===== src/rtl/uart_pkg.sv =====
// Shared UART definitions: frame width, default bit timing and the FSM state
// encoding used by both receiver and transmitter.
package uart_pkg;

  localparam int DATA_BITS        = 8;
  localparam int CLKS_PER_BIT_DEF = 16;

  typedef enum logic [1:0] {
    ST_IDLE  = 2'd0,
    ST_START = 2'd1,
    ST_DATA  = 2'd2,
    ST_STOP  = 2'd3
  } uart_state_e;

endpackage


===== src/rtl/sync_2ff.sv =====
// Two-flop synchronizer for a single asynchronous input; the reset value is
// the input's idle level so that leaving reset produces no spurious edge.
module sync_2ff #(
  parameter logic RST_VAL = 1'b1
) (
  input  logic i_clk,
  input  logic i_rst,
  input  logic i_d,
  output logic o_q
);

  logic meta_q;
  logic sync_q;

  always_ff @(posedge i_clk or negedge i_rst) begin
    if (!i_rst) begin
      meta_q <= RST_VAL;
      sync_q <= RST_VAL;
    end else begin
      meta_q <= i_d;
      sync_q <= meta_q;
    end
  end

  assign o_q = sync_q;

endmodule


===== src/rtl/uart_rx.sv =====
// 8N1 UART receiver: start-edge detect, mid-bit sampling, and a level-valid
// output register with acknowledge, frame-error and overrun pulses.
module uart_rx
  import uart_pkg::*;
#(
  parameter int CLKS_PER_BIT = CLKS_PER_BIT_DEF
) (
  input  logic                 i_clk,
  input  logic                 i_rst,
  input  logic                 i_rx,
  input  logic                 i_ack,
  output logic [DATA_BITS-1:0] o_data,
  output logic                 o_valid,
  output logic                 o_frame_err,
  output logic                 o_overrun,
  output logic                 o_busy
);

  localparam logic [7:0] HALF_M1  = 8'(CLKS_PER_BIT/2 - 1);
  localparam logic [7:0] BIT_M1   = 8'(CLKS_PER_BIT - 1);
  localparam logic [7:0] BIT_END  = 8'(CLKS_PER_BIT);
  localparam logic [2:0] LAST_BIT = 3'(DATA_BITS - 1);

  logic rx_s;
  logic rx_prev_q;

  uart_state_e          state_q,   state_d;
  logic [7:0]           clk_cnt_q, clk_cnt_d;
  logic [2:0]           bit_cnt_q, bit_cnt_d;
  logic [DATA_BITS-1:0] shreg_q,   shreg_d;
  logic                 stop_q,    stop_d;
  logic [DATA_BITS-1:0] data_q,    data_d;
  logic                 valid_q,   valid_d;
  logic                 ferr_q,    ferr_d;
  logic                 ovr_q,     ovr_d;

  sync_2ff #(.RST_VAL(1'b1)) u_sync (
    .i_clk (i_clk),
    .i_rst (i_rst),
    .i_d   (i_rx),
    .o_q   (rx_s)
  );

  always_comb begin
    state_d   = state_q;
    clk_cnt_d = clk_cnt_q;
    bit_cnt_d = bit_cnt_q;
    shreg_d   = shreg_q;
    stop_d    = stop_q;
    data_d    = data_q;
    valid_d   = valid_q;
    ferr_d    = 1'b0;
    ovr_d     = 1'b0;

    if (i_ack && valid_q) valid_d = 1'b0;

    case (state_q)
      ST_IDLE: begin
        if (rx_prev_q && !rx_s) begin
          state_d   = ST_START;
          clk_cnt_d = '0;
        end
      end
      ST_START: begin
        if (clk_cnt_q == HALF_M1) begin
          clk_cnt_d = '0;
          bit_cnt_d = '0;
          state_d   = rx_s ? ST_IDLE : ST_DATA;
        end else begin
          clk_cnt_d = clk_cnt_q + 8'd1;
        end
      end
      ST_DATA: begin
        if (clk_cnt_q == BIT_M1) begin
          clk_cnt_d = '0;
          shreg_d   = {rx_s, shreg_q[DATA_BITS-1:1]};
          bit_cnt_d = bit_cnt_q + 3'd1;
          if (bit_cnt_q == LAST_BIT) state_d = ST_STOP;
        end else begin
          clk_cnt_d = clk_cnt_q + 8'd1;
        end
      end
      ST_STOP: begin
        // Stop is sampled at BIT_M1; the extra count to BIT_END is the
        // delivery cycle so outputs update on the edge after the sample.
        if (clk_cnt_q == BIT_END) begin
          state_d   = ST_IDLE;
          clk_cnt_d = '0;
          if (!stop_q) begin
            ferr_d = 1'b1;
          end else if (!valid_q || i_ack) begin
            data_d  = shreg_q;
            valid_d = 1'b1;
          end else begin
            ovr_d = 1'b1;
          end
        end else begin
          if (clk_cnt_q == BIT_M1) stop_d = rx_s;
          clk_cnt_d = clk_cnt_q + 8'd1;
        end
      end
      default: state_d = ST_IDLE;
    endcase
  end

  always_ff @(posedge i_clk or negedge i_rst) begin
    if (!i_rst) begin
      rx_prev_q <= 1'b1;
      state_q   <= ST_IDLE;
      clk_cnt_q <= '0;
      bit_cnt_q <= '0;
      shreg_q   <= '0;
      stop_q    <= 1'b0;
      data_q    <= '0;
      valid_q   <= 1'b0;
      ferr_q    <= 1'b0;
      ovr_q     <= 1'b0;
    end else begin
      rx_prev_q <= rx_s;
      state_q   <= state_d;
      clk_cnt_q <= clk_cnt_d;
      bit_cnt_q <= bit_cnt_d;
      shreg_q   <= shreg_d;
      stop_q    <= stop_d;
      data_q    <= data_d;
      valid_q   <= valid_d;
      ferr_q    <= ferr_d;
      ovr_q     <= ovr_d;
    end
  end

  assign o_data      = data_q;
  assign o_valid     = valid_q;
  assign o_frame_err = ferr_q;
  assign o_overrun   = ovr_q;
  assign o_busy      = (state_q != ST_IDLE);

endmodule


===== config.mk =====
export PLATFORM = sky130hd
export DESIGN_NAME = uart_rx
export DESIGN_NICKNAME = d
export VERILOG_FILES = /design/src/rtl/uart_pkg.sv /design/src/rtl/sync_2ff.sv /design/src/rtl/uart_rx.sv
export SDC_FILE = /design/constraint.sdc
export NUM_CORES = 1
export LEC_CHECK = 0
export ABC_AREA = 1
export CORE_MARGIN = 1
export CORE_UTILIZATION = 48
export DETAILED_ROUTE_END_ITERATION = 12
export PLACE_DENSITY = 0.77
export SETUP_SLACK_MARGIN = 0.2
export SLEW_MARGIN = 20
export SYNTH_ARGS = -nofsm -noshare
export SYNTH_HDL_FRONTEND = slang
export SYNTH_HIERARCHICAL = 1
export SYNTH_SLANG_ARGS = --single-unit

===== constraint.sdc =====
create_clock -name i_clk -period 1.95 [get_ports i_clk]
set_input_delay 0.195 -clock i_clk [delete_from_list [all_inputs] [get_ports i_clk]]
set_output_delay 0.195 -clock i_clk [all_outputs]
set_load 0.01 [all_outputs]

# Yosys cells after proc, flatten, opt, wreduce, memory -nomap -nowiden
# Cells that the tools add are included.
# word_totals
reg_bits	36
inputBits	4
output_inout_bits	12
word_cells	67
# classes
add_sub_neg	2
eq_ne	12
muxes	27
bitwise	1
reduce_logical	13
# ops
op	count
$mux W8	4
$pmux W8 S4	1
$mux W1	12
$mux W2	6
$ne A2 B2 Y1 const B	5
$add A8 B1 Y8 const B	1
$eq A8 B3 Y1 const B	1
$eq A8 B4 Y1 const B	1
$eq A8 B5 Y1 const B	1
$pmux W2 S4	1
$mux W3	2
$pmux W3 S2	1
$reduce_and A3 Y1	2
$reduce_and A5 Y1	1
$eq A2 B2 Y1 const B	2
$reduce_and A4 Y1	1
$reduce_bool A2 Y1	2
$add A3 B1 Y3 const B	1
$eq A3 B3 Y1 const B	1
$eq A2 B1 Y1 const B	1
$logic_and A1 B1 Y1	2
$logic_not A1 Y1	2
$logic_not A2 Y1	1
$reduce_and A2 Y1	1
other kinds (2)	2

# Longest topological paths before layout
# logic_depth
word_depth	6
ltp_mapped	10
ltp_nobuf	10

# Hierarchy
# Netlist, hierarchy kept.
# by_module_without_submodules
module	instances	cells_each	area_per_inst_um2	seq_area_each_um2
uart_rx	1	187	1661.6	852.1
sync_2ff	1	2	52.6	52.6

# Least setup slack after synthesis
# Ideal clock, no wire load.
# synth_timing
kind	register -> register
startpoint	reg clk_cnt_q[0]
endpoint	reg data_q[5] (netlist: o_data[5])
arrival_time_ps	1311
slack_ps	522
stages_incl_launch_ff	9
path_buffers	1
synth_period_minus_slack_ps	1428
path_cell_list	dfrtp_1 -> inv_1 -> ha_1 -> nand3_2 -> nor3_4 -> nand4_4 -> buf_6 -> nand2_2 -> o21ai_2
# synth_between
elab_chain_cells	2
# synth_lines
element	line_no	source
start, declared	uart_rx.sv:28	logic [7:0] clk_cnt_q, clk_cnt_d;
start signal, assigned	uart_rx.sv:121	clk_cnt_q <= clk_cnt_d;
$eq A8 B5 Y1	uart_rx.sv:86	if (clk_cnt_q == BIT_END) begin
$reduce_and A4 Y1 (no line)	n/a	
end signal, assigned	uart_rx.sv:125	data_q <= data_d;
end, declared	uart_rx.sv:32	logic [DATA_BITS-1:0] data_q, data_d;
# Every way passes these cells.
# A chain may end at the register's enable or synchronous reset.

# Worst setup path in the final report
# layout_timing
startpoint	reg clk_cnt_q[0]
endpoint	reg data_q[1] (netlist: o_data[1])
# Same word-level chain as after synthesis.

==> flow_summary.toml <==
[setup_path]
cp-endpoint = "o_data[1]$_DFFE_PN0P_"
arrival_ns = 1.77
critPathCaptureType = "flip-flop"
ff2ff_setup_slack_ns = 0.42
crit_chain = "inv_1, ha_1, nand3_2, nor3_4, nand4_4, buf_4, nand2_1, o21ai_2"
r2r-start = "clk_cnt_q[0]$_DFFE_PN0P_"
slowest_stage = "dfrtp_1"
worstSetupPathType = "flip-flop to flip-flop"
crit_family = "simple AND/OR/NAND/NOR gates"
crit_start = "clk_cnt_q[0]$_DFFE_PN0P_"
r2r_end = "o_data[1]$_DFFE_PN0P_"
crit_cells = 8
required_ns = 2.19
cp_max_fo = 5
ff2ff_path_depth = 8
max_stage_delay_ns = 0.42
worst_setup_path_start_kind = "flip-flop"
path_buf_inv = 2

[routing]
ant_nets = 0
wl_per_cell_microns = 11.46
drt-initial-drc-count = 57
route.detailed.drc = 0
post_drt_via_cell_ratio = 4.824
drt-total-wl_microns = 2990
vias = 1259
drt-pass1-iter-count = 4

[synthesis]
synth_area_sq_um = 1714
synth_seq_cells = 36
synth_cells = 189
ys_seq_area_share_pct = 52.77
synth.avg_cell_area_sq_um = 9.070
synthArstFlopShare_pct = 100.0
synth_common_cells = "nand2_1, dfrtp_1, inv_1"
yosys.cell_count.top_type = "nand2_1"
synth_flop_cell = "dfrtp_1"
synth_top_cell_area_share_pct = 48.18
synth_nets = 197
synth.area.top_cells = "dfrtp_1, nand2_1, o21ai_1, dfstp_2, o21ai_2"
synth_edf_count = 0
synthDistinctLibCells = 21
synth_top_area_cell = "dfrtp_1"
ys_warn_count = 6

[timing]
grt_setup_unrepaired = "false"
final.setup.tns_ns = 0
max_freq_mhz = 655.3
drv_slew = 0
final-hold-violation-count = 0
fin_skew_ns = 0.01257
tightest_slew_ns = 0.4426
period_share_pct = 78.26
setup_viol = 0
fin_crit_ns = 1.526
max_slew_margin_pct = 70.49

[pwr]
ir_worst_vdd_mv = 0.5297
power.switching_mw = 0.7100
pwr-share-seq_pct = 43.7
p_int_mw = 1.297
pwr-share-clk_pct = 25.8
switching_share_pct = 35.38
powerDensity_nw_per_um2 = 984.5
power_mw = 2.007
comb_power_share_pct = 30.5
leakage_nw = 0.9637

[min_path]
hp-class = "primary input to async pin"

[die]
fp-row-count = 21
coreArea_sq_um = 3390
start_util_pct = 50.57
design.die.area_sq_um = 3814
ios = 16
die_x_microns = 61.76
dieHeight_microns = 61.76

[cts]
postCtsHoldBufs = 0
clk_path_buf_depth = 2
cts_made_buffers = 5
cts.sinks = 36
clk-insertion-delay-late_ns = 0.34
tritoncts = "built"
ctsRootBufferMaster = "clkbuf_4"
clk_pin_slew_ns = 0.11
h-tree-depth = 2

[finish]
nFillCells = 290
drive_gt1_share_pct = 22.33
finalNetCount = 222
area_growth_pct = 18.90
final_core_util_pct = 60.13
n_antenna_cell = 0

[placed_design]
dp_hpwl_microns = 2112
routabilityCongestion = 0.8273
portBuffers = 15

[global_routing]
overflow = 0
grt_pass1_wl_microns = 4878
antenna_found_initial = 0
grt_max_degree = 37
track_usage_pct = 17.96
first_global_vias = 1159

[run]
max-cap-violations = 0

[outcome]
status = "complete, no violations"
[how the worst min path moves through the flow]
stage	end	slack, ns	cells after the start
3_3_place_gp	u_sync/o_q$_DFF_PN1_	0.35	0
6_report	shreg_q[2]$_DFFE_PN0P_	0.25	2
5_1_grt	u_sync/meta_q$_DFF_PN1_	0.22	1
3_5_place_dp	u_sync/o_q$_DFF_PN1_	0.35	0
2_1_floorplan	async pin	-0.10	0
4_1_cts	u_sync/meta_q$_DFF_PN1_	0.23	1
[layer usage]
layer | track usage [%] | share of wire, % | wire [microns] | vias up
met5 | 0 | 0 | 0 | -
met3 | 4.348 | 2.6 | 78 | 6
met2 | 29.34 | 46 | 1369 | 19
met4 | 8.571 | 2.4 | 73 | 0
li1 | - | - | - | 653
met1 | 22.49 | 49 | 1469 | 581
[flip-flops by register name (all words and copies together), names as in the netlist, named ones only]
register       count
o_data             8
state_q            1
u_sync/o_q         1
u_sync/meta_q      1
stop_q             1
shreg_q            8
bit_cnt_q          3
clk_cnt_q          8
o_valid            1
rx_prev_q          1
o_frame_err        1
o_overrun          1
[power groups by stage]
stage	Clock, mW	Combinational, mW	Sequential [mW]
6_report	0.518	0.611	0.877
5_1_grt	0.569	0.693	0.885
4_1_cts	0.529	0.581	0.880
3_5_place_dp	0	0.567	0.882
3_3_place_gp	0	0.554	0.879
2_1_floorplan	0	0.433	0.868
[layout by cell type (no fill, tap or decap), drive strengths merged, types with 2 or more instances in the layout]
cell	instances
nand2	53
xor2	2
inv	28
o22ai	2
dfrtp	33
nand3	11
nor2	14
o21ai	27
dfstp	3
clkbuf	6
a21oi	7
clkdlybuf4s50	14
ha	4
buf	5
[cells by family (layout without fill, tap and decap cells)]
group           Yosys count  after routing  synth area share (%)
compound gates           37             37                 12.99
xor+xnor                  2              2                 1.022
fa+ha+maj                 4              4                 2.920
buf+inv                  30             56                 7.445
flops                    36             36                 52.77
simple gates             80             80                 22.85
[metrics by stage]
step	hold slack [ns]	setup WS, ns	cell area (sq um)	instances
after floorplan	-0.1006	0.5219	1714	189
after global placement	0.3462	0.3989	1907	249
after detailed placement	0.3526	0.3351	1907	249
after CTS	0.2347	0.2010	1992	257
after global routing	0.2205	0.3113	2038	261
final	0.2513	0.4239	2038	261
[cell type report]
class / count / area (sq um) / share of cell area [%]
Inverter: 28 / 105.1 / 5.157
Multi-Input combinational cell: 123 / 689.4 / 33.82
Sequential cell: 36 / 907.1 / 44.51
Clock buffer: 6 / 41.29 / 2.026
Clock inverter: 2 / 35.03 / 1.719
Tap cell: 46 / 57.56 / 2.824
Timing Repair Buffer: 20 / 202.7 / 9.945
[repair_timing]
item                                    CTS  global route
resized for setup                         3             2
pin swaps                                 0             1
endpoints found under the setup margin    1             3
buffers inserted                          0             4
[worst register-to-register path: stages (launching register included)]
cell,delay (ns)
dfrtp_1,0.42
inv_1,0.10
ha_1,0.19
nand3_2,0.10
nor3_4,0.20
nand4_4,0.14
buf_4,0.18
nand2_1,0.07
o21ai_2,0.05
Power figures use the tool's default switching activity.
